==> config.mk <==
export PLATFORM = sky130hd
export DESIGN_NAME = br_recovery_ctl
export DESIGN_NICKNAME = d
export VERILOG_FILES = /design/src/rtl/br_recovery_ctl_pkg.sv /design/src/rtl/rob_age_sel.sv /design/src/rtl/br_recovery_ctl.sv
export SDC_FILE = /design/constraint.sdc
export NUM_CORES = 1
export LEC_CHECK = 0
export CAP_MARGIN = 20
export CORE_AREA = 2 2 97 99
export DETAILED_ROUTE_END_ITERATION = 6
export DIE_AREA = 0 0 99 101
export DONT_BUFFER_PORTS = 1
export MAX_ROUTING_LAYER = met4
export PLACE_DENSITY = 0.66
export SLEW_MARGIN = 40
export SYNTH_ARGS = -nofsm -noshare
export SYNTH_HDL_FRONTEND = slang
export SYNTH_SLANG_ARGS = --single-unit
==> constraint.sdc <==
create_clock -name clk -period 3.4 [get_ports clk]
set_input_delay 0.51 -clock clk [delete_from_list [all_inputs] [get_ports clk]]
set_output_delay 0.51 -clock clk [all_outputs]
set_load 0.02 [all_outputs]
==> src/rtl/br_recovery_ctl_pkg.sv <==
// Shared types for branch-mispredict recovery: ROB ids, physical addresses,
// the per-unit mispredict report and the recovery FSM state encoding.
package br_recovery_ctl_pkg;

    localparam int BRR_ROBID_W = 6;
    localparam int PADDR_W     = 32;

    typedef logic [PADDR_W-1:0]     t_paddr;
    typedef logic [BRR_ROBID_W-1:0] t_rob_id;

    typedef struct packed {
        logic    valid;
        t_paddr  target_addr;
        t_rob_id robid;
    } t_br_mispred_pkt;

    typedef enum logic [1:0] {
        BRR_IDLE,
        BRR_FLUSH,
        BRR_RESTEER,
        BRR_DRAIN
    } t_br_recov_state;

endpackage

==> src/rtl/rob_age_sel.sv <==
// Oldest-of-N selector: picks the valid ROB id with the smallest distance
// from the ROB head (modulo wrap); equal ages resolve to the lowest index.
module rob_age_sel #(
    parameter int N = 2,
    parameter int W = 6,
    localparam int IDX_W = (N > 1) ? $clog2(N) : 1
) (
    input  logic [N-1:0]        valids,
    input  logic [N-1:0][W-1:0] robids,
    input  logic [W-1:0]        head,
    output logic                sel_valid,
    output logic [IDX_W-1:0]    sel_idx
);

    logic [N-1:0][W-1:0] ages;

    generate
        for (genvar gi = 0; gi < N; gi++) begin : g_age
            assign ages[gi] = robids[gi] - head;
        end
    endgenerate

    logic [W-1:0] best_age;

    always_comb begin
        sel_valid = 1'b0;
        sel_idx   = '0;
        best_age  = '0;
        for (int i = 0; i < N; i++) begin
            // Strict compare keeps the earlier index on a tie.
            if (valids[i] && (!sel_valid || ages[i] < best_age)) begin
                sel_valid = 1'b1;
                sel_idx   = IDX_W'(i);
                best_age  = ages[i];
            end
        end
    end

endmodule

==> src/rtl/br_recovery_ctl.sv <==
// Branch-mispredict recovery sequencer: selects the oldest report, pulses a
// flush, re-steers fetch over valid/ready, then waits for the back end drain.
module br_recovery_ctl
    import br_recovery_ctl_pkg::*;
#(
    parameter int NUM_BR  = 2,
    parameter int ROBID_W = BRR_ROBID_W,
    parameter int CNT_W   = 32
) (
    input  logic                               clk,
    input  logic                               reset,
    input  t_br_mispred_pkt [NUM_BR-1:0]       br_mispred_in,
    input  logic [ROBID_W-1:0]                 rob_head_robid,
    output logic                               flush_valid,
    output logic [ROBID_W-1:0]                 flush_robid,
    output logic                               resteer_valid,
    output t_paddr                             resteer_addr,
    input  logic                               resteer_ready,
    input  logic                               drain_done,
    output logic                               recovery_busy,
    output logic [CNT_W-1:0]                   mispred_count
);

    localparam int IDX_W = (NUM_BR > 1) ? $clog2(NUM_BR) : 1;

    logic [NUM_BR-1:0]              cand_valid;
    logic [NUM_BR-1:0][ROBID_W-1:0] cand_robid;
    logic                           sel_valid;
    logic [IDX_W-1:0]               sel_idx;

    generate
        for (genvar gi = 0; gi < NUM_BR; gi++) begin : g_cand
            assign cand_valid[gi] = br_mispred_in[gi].valid;
            assign cand_robid[gi] = br_mispred_in[gi].robid;
        end
    endgenerate

    rob_age_sel #(
        .N (NUM_BR),
        .W (ROBID_W)
    ) u_age_sel (
        .valids    (cand_valid),
        .robids    (cand_robid),
        .head      (rob_head_robid),
        .sel_valid (sel_valid),
        .sel_idx   (sel_idx)
    );

    t_br_recov_state      state_q, state_d;
    logic                 flush_valid_q, flush_valid_d;
    logic [ROBID_W-1:0]   flush_robid_q, flush_robid_d;
    logic                 resteer_valid_q, resteer_valid_d;
    t_paddr               resteer_addr_q, resteer_addr_d;
    logic                 busy_q, busy_d;
    logic [CNT_W-1:0]     count_q, count_d;

    logic [ROBID_W-1:0]   sel_robid;
    t_paddr               sel_addr;
    logic [ROBID_W-1:0]   cand_age;
    logic [ROBID_W-1:0]   cur_age;
    logic                 accept;

    assign sel_robid = cand_robid[sel_idx];
    assign sel_addr  = br_mispred_in[sel_idx].target_addr;
    assign cand_age  = sel_robid - rob_head_robid;
    assign cur_age   = flush_robid_q - rob_head_robid;

    // Mid-recovery, only a strictly older branch matters; anything younger
    // is already covered by the flush in flight.
    assign accept = sel_valid && ((state_q == BRR_IDLE) || (cand_age < cur_age));

    always_comb begin
        state_d        = state_q;
        flush_robid_d  = flush_robid_q;
        resteer_addr_d = resteer_addr_q;
        count_d        = count_q;

        unique case (state_q)
            BRR_IDLE:    state_d = BRR_IDLE;
            BRR_FLUSH:   state_d = BRR_RESTEER;
            BRR_RESTEER: if (resteer_ready) state_d = BRR_DRAIN;
            BRR_DRAIN:   if (drain_done) state_d = BRR_IDLE;
            default:     state_d = BRR_IDLE;
        endcase

        if (accept) begin
            state_d        = BRR_FLUSH;
            flush_robid_d  = sel_robid;
            resteer_addr_d = sel_addr;
            count_d        = count_q + CNT_W'(1);
        end

        flush_valid_d   = (state_d == BRR_FLUSH);
        resteer_valid_d = (state_d == BRR_RESTEER);
        busy_d          = (state_d != BRR_IDLE);
    end

    always_ff @(posedge clk or posedge reset) begin
        if (reset) begin
            state_q         <= BRR_IDLE;
            flush_valid_q   <= 1'b0;
            flush_robid_q   <= '0;
            resteer_valid_q <= 1'b0;
            resteer_addr_q  <= '0;
            busy_q          <= 1'b0;
            count_q         <= '0;
        end else begin
            state_q         <= state_d;
            flush_valid_q   <= flush_valid_d;
            flush_robid_q   <= flush_robid_d;
            resteer_valid_q <= resteer_valid_d;
            resteer_addr_q  <= resteer_addr_d;
            busy_q          <= busy_d;
            count_q         <= count_d;
        end
    end

    assign flush_valid   = flush_valid_q;
    assign flush_robid   = flush_robid_q;
    assign resteer_valid = resteer_valid_q;
    assign resteer_addr  = resteer_addr_q;
    assign recovery_busy = busy_q;
    assign mispred_count = count_q;

    // Two live reports with the same robid means the ROB handed out a duplicate.
    logic dup_robid;
    always_comb begin
        dup_robid = 1'b0;
        for (int i = 0; i < NUM_BR; i++) begin
            for (int j = i + 1; j < NUM_BR; j++) begin
                if (cand_valid[i] && cand_valid[j] && (cand_robid[i] == cand_robid[j])) begin
                    dup_robid = 1'b1;
                end
            end
        end
    end

    a_no_dup_robid: assert property (@(posedge clk) disable iff (reset) !dup_robid);

endmodule

==> flow_summary.yaml <==
sta:
  rsz0062_at_grt: "true"
  whs_ns: 0.0108
  finalWorstSetupSlack_ns: -1.67
  clock_skew_ns: 0.00687
  hold_viol: 0
  fmax_mhz: 197
  layout_min_cycle_time_ns: 5.07
  final-setup-viol-count: 75
  period_share_pct: 149
  slew_headroom_pct: 62.0
  tightest_slew_ns: 0.569
  maxSlewViolCount: 0
global_routing:
  grt_pass1_wl_um: 16100
  grt_max_degree: 43
  grt_use_total_pct: 20.8
  grt-ovfl-total: 0
  antenna_found_initial: 0
  first_global_vias: 3208
routing:
  drt-initial-drc-count: 95
  routed_wirelength_um: 10900
  drc_errors: 0
  firstDrtPassIters: 4
  postRouteAntennaNets: 0
  num_vias: 3356
  viasPerCell: 5.60
  wl_per_cell_um: 18.3
logic_synthesis:
  synthCells: 435
  synth_edf_count: 0
  synth_nets: 558
  synth-seq-area-share_pct: 41.5
  ys_warn_count: 0
  yosys-top-cells-area: "dfrtp_1, ha_1, mux2i_1, xnor2_1, o21ai_0"
  yosysTopAreaCell: "dfrtp_1"
  synth_area_um2: 4520
  synth-compound-area-share_pct: 9.06
  yosys.area_share.simple_pct: 14.7
  synth_ff_type: "dfrtp_1"
  synthAdderAreaFrac_pct: 10.4
  netlist.area_leader.share_pct: 41.5
  synth_xor_area_share_pct: 9.58
  synth_top_family_by_area: "simple AND/OR/NAND/NOR gates"
  async_flop_share_pct: 100
  syn_avg_cell_area_um2: 10.4
  synth-seq-cells: 75
  synthMuxAreaShare_pct: 9.97
  ys_types: 45
die:
  die_w_um: 99
  num_rows: 35
  die_area_um2: 10000
  dieHeight_um: 101
  core_area_um2: 8980
  start_util_pct: 50.3
  ioPinCount: 161
status:
  violations: "setup timing"
  status: "complete, but fails checks"
power_and_ir_drop:
  cellPowerDensity_nw_per_um2: 1110
  peakVddDrop_mv: 0.689
  leakage_nw: 2.65
  power.total_mw: 6.41
layout:
  final_area_um2: 5760
  regArea_um2: 1880
  area_delta_synth_final_pct: 27.5
  multi_input_area_um2: 2830
  drive_gt1_share_pct: 34.2
  final_common_cell: "dfrtp_1"
  fillers: 714
  layout_common_cells: "dfrtp_1, xnor2_1, buf_4, mux2i_1, o21ai_1"
  final_core_utilization_pct: 64.2
  n_antenna_cell: 0
  num-nets-final: 607
placed_design:
  io_buffers: 0
  dpl_cell_area_um2: 4910
  place.gp.congestion: 0.835
  dp_hpwl_um: 7490
  dp_slack_ns: -2.17
cts:
  path_clk_slew_ns: 0.08
  cts.sinks: 75
  cts_buffer_depth: 2
  cts_made_buffers: 9
  worstSkewPairLatency_ns: 0.34
  htreeDepth: 3
  cts_tree: "built"
  clockRootBuffer: "clkbuf_8"
  ctsHoldBuffers: 0
critical_path:
  cp.required_ns: 3.62
  endpoint_kind: "flip-flop"
  ff2ff_path_depth: 12
  r2r-end: "mispred_count[6]"
  cp-start-kind: "input port"
  r2r_start: "flush_robid[1]"
  crit_type: "input port to flip-flop"
  crit_arrival_ns: 5.28
  rrSetupSlack_ns: 0.05
  critPathMaxFanout: 8
flow_run:
  drv_cap: 0
worst_hold_path:
  hp-class: "input port to asynchronous set/reset pin"
==> flip-flops by register name (all words and copies together), names as in the netlist <==
register	flops
flush_robid	6
resteer_valid	1
resteer_addr	32
mispred_count	32
flush_valid	1
recovery_busy	1
state_q	2
==> power breakdown <==
part / leakage [nW] / switching, mW / internal, mW
sequential: 0.937 / 0.682 / 1.22
combinational: 1.62 / 1.88 / 1.96
clock: 0.0877 / 0.342 / 0.336
==> per-stage QoR <==
stage	cells	setup TNS, ns
2_1_floorplan	435	-133.66
3_3_place_gp	562	-143.61
3_5_place_dp	562	-154.62
4_1_cts	587	-120.59
5_1_grt	599	-135.93
6_report	599	-116.30
==> repair_timing <==
action,CTS,global route
endpoints found under the setup margin,75,75
gates cloned,2,9
gates resized for setup,27,103
pin swaps,20,33
setup buffers,8,4
==> cells in the mapped netlist, types with 2 or more instances <==
master	count
fa_1	4
buf_2	2
nor2b_1	2
a21o_1	6
nand2b_1	3
o21ai_0	40
and2_2	2
xnor2_1	37
nor2_1	9
mux2i_1	36
buf_6	5
nand3b_1	2
xor2_1	8
mux2_1	3
nand3_1	20
mux2_2	5
nor3_1	2
nand4_1	16
nand2_1	53
and3_1	9
a2111oi_4	2
ha_1	31
a21oi_1	12
clkbuf_1	7
inv_1	22
buf_4	4
dfrtp_1	75
==> kinds of logic (layout without fill, tap and decap cells) <==
group / after synthesis / count (layout)
flops: 75 / 75
xor+xnor: 47 / 47
mux: 44 / 44
compound gates: 66 / 66
fa+ha+maj: 35 / 35
buf+inv: 41 / 94
simple gates: 127 / 127
==> routing by layer <==
| metal | part of all wire, % | track usage [%] |
|---|---|---|
| met3 | 5.3 | 5.13 |
| met2 | 51 | 32.8 |
| met1 | 42 | 27.5 |
| met5 | 0 | - |
| met4 | 0.90 | 4.43 |
==> worst max-delay path by stage <==
| stage | from | to | slack, ns |
|---|---|---|---|
| 3_5_place_dp | rob_head_robid[1] | mispred_count[29] | -2.17 |
| 4_1_cts | rob_head_robid[1] | mispred_count[29] | -1.70 |
| 5_1_grt | rob_head_robid[1] | mispred_count[24] | -1.92 |
| 6_report | rob_head_robid[1] | mispred_count[6] | -1.67 |
| 2_1_floorplan | rob_head_robid[1] | mispred_count[6] | -1.95 |
| 3_3_place_gp | br_mispred_in[0] | mispred_count[31] | -2.03 |
==> worst max-delay path: stages <==
cell	delay [ns]
clkinvlp_4	0.13
buf_4	0.18
fa_1	0.42
a21oi_2	0.18
nor2_1	0.05
nor2_1	0.11
xnor2_1	0.11
ha_4	0.30
nand4_1	0.09
nand3_1	0.11
nand2_2	0.06
o311ai_4	0.08
buf_6	0.17
mux2i_1	0.27
ha_1	0.26
buf_4	0.14
nor2b_4	0.03
o21ai_2	0.16
a21boi_2	0.08
o21ai_1	0.15
nand2b_1	0.09
xnor3_1	0.24
ha_4	0.20
o21a_1	0.10
o22a_1	0.20
a21o_4	0.32
or3_4	0.40
xnor2_2	0.13
==> area by class of cell <==
type                       instances  share of cell area [%]
clock buffer                       9                    2.15
tap                              111                    2.41
clock inverter                     6                    1.15
inverter                          23                    1.72
timing repair buffer              54                    10.3
multi-input combinational        319                    49.1
sequential                        75                    32.6
timing repair inverter             2                   0.565
(Power assumes the default switching activity.)
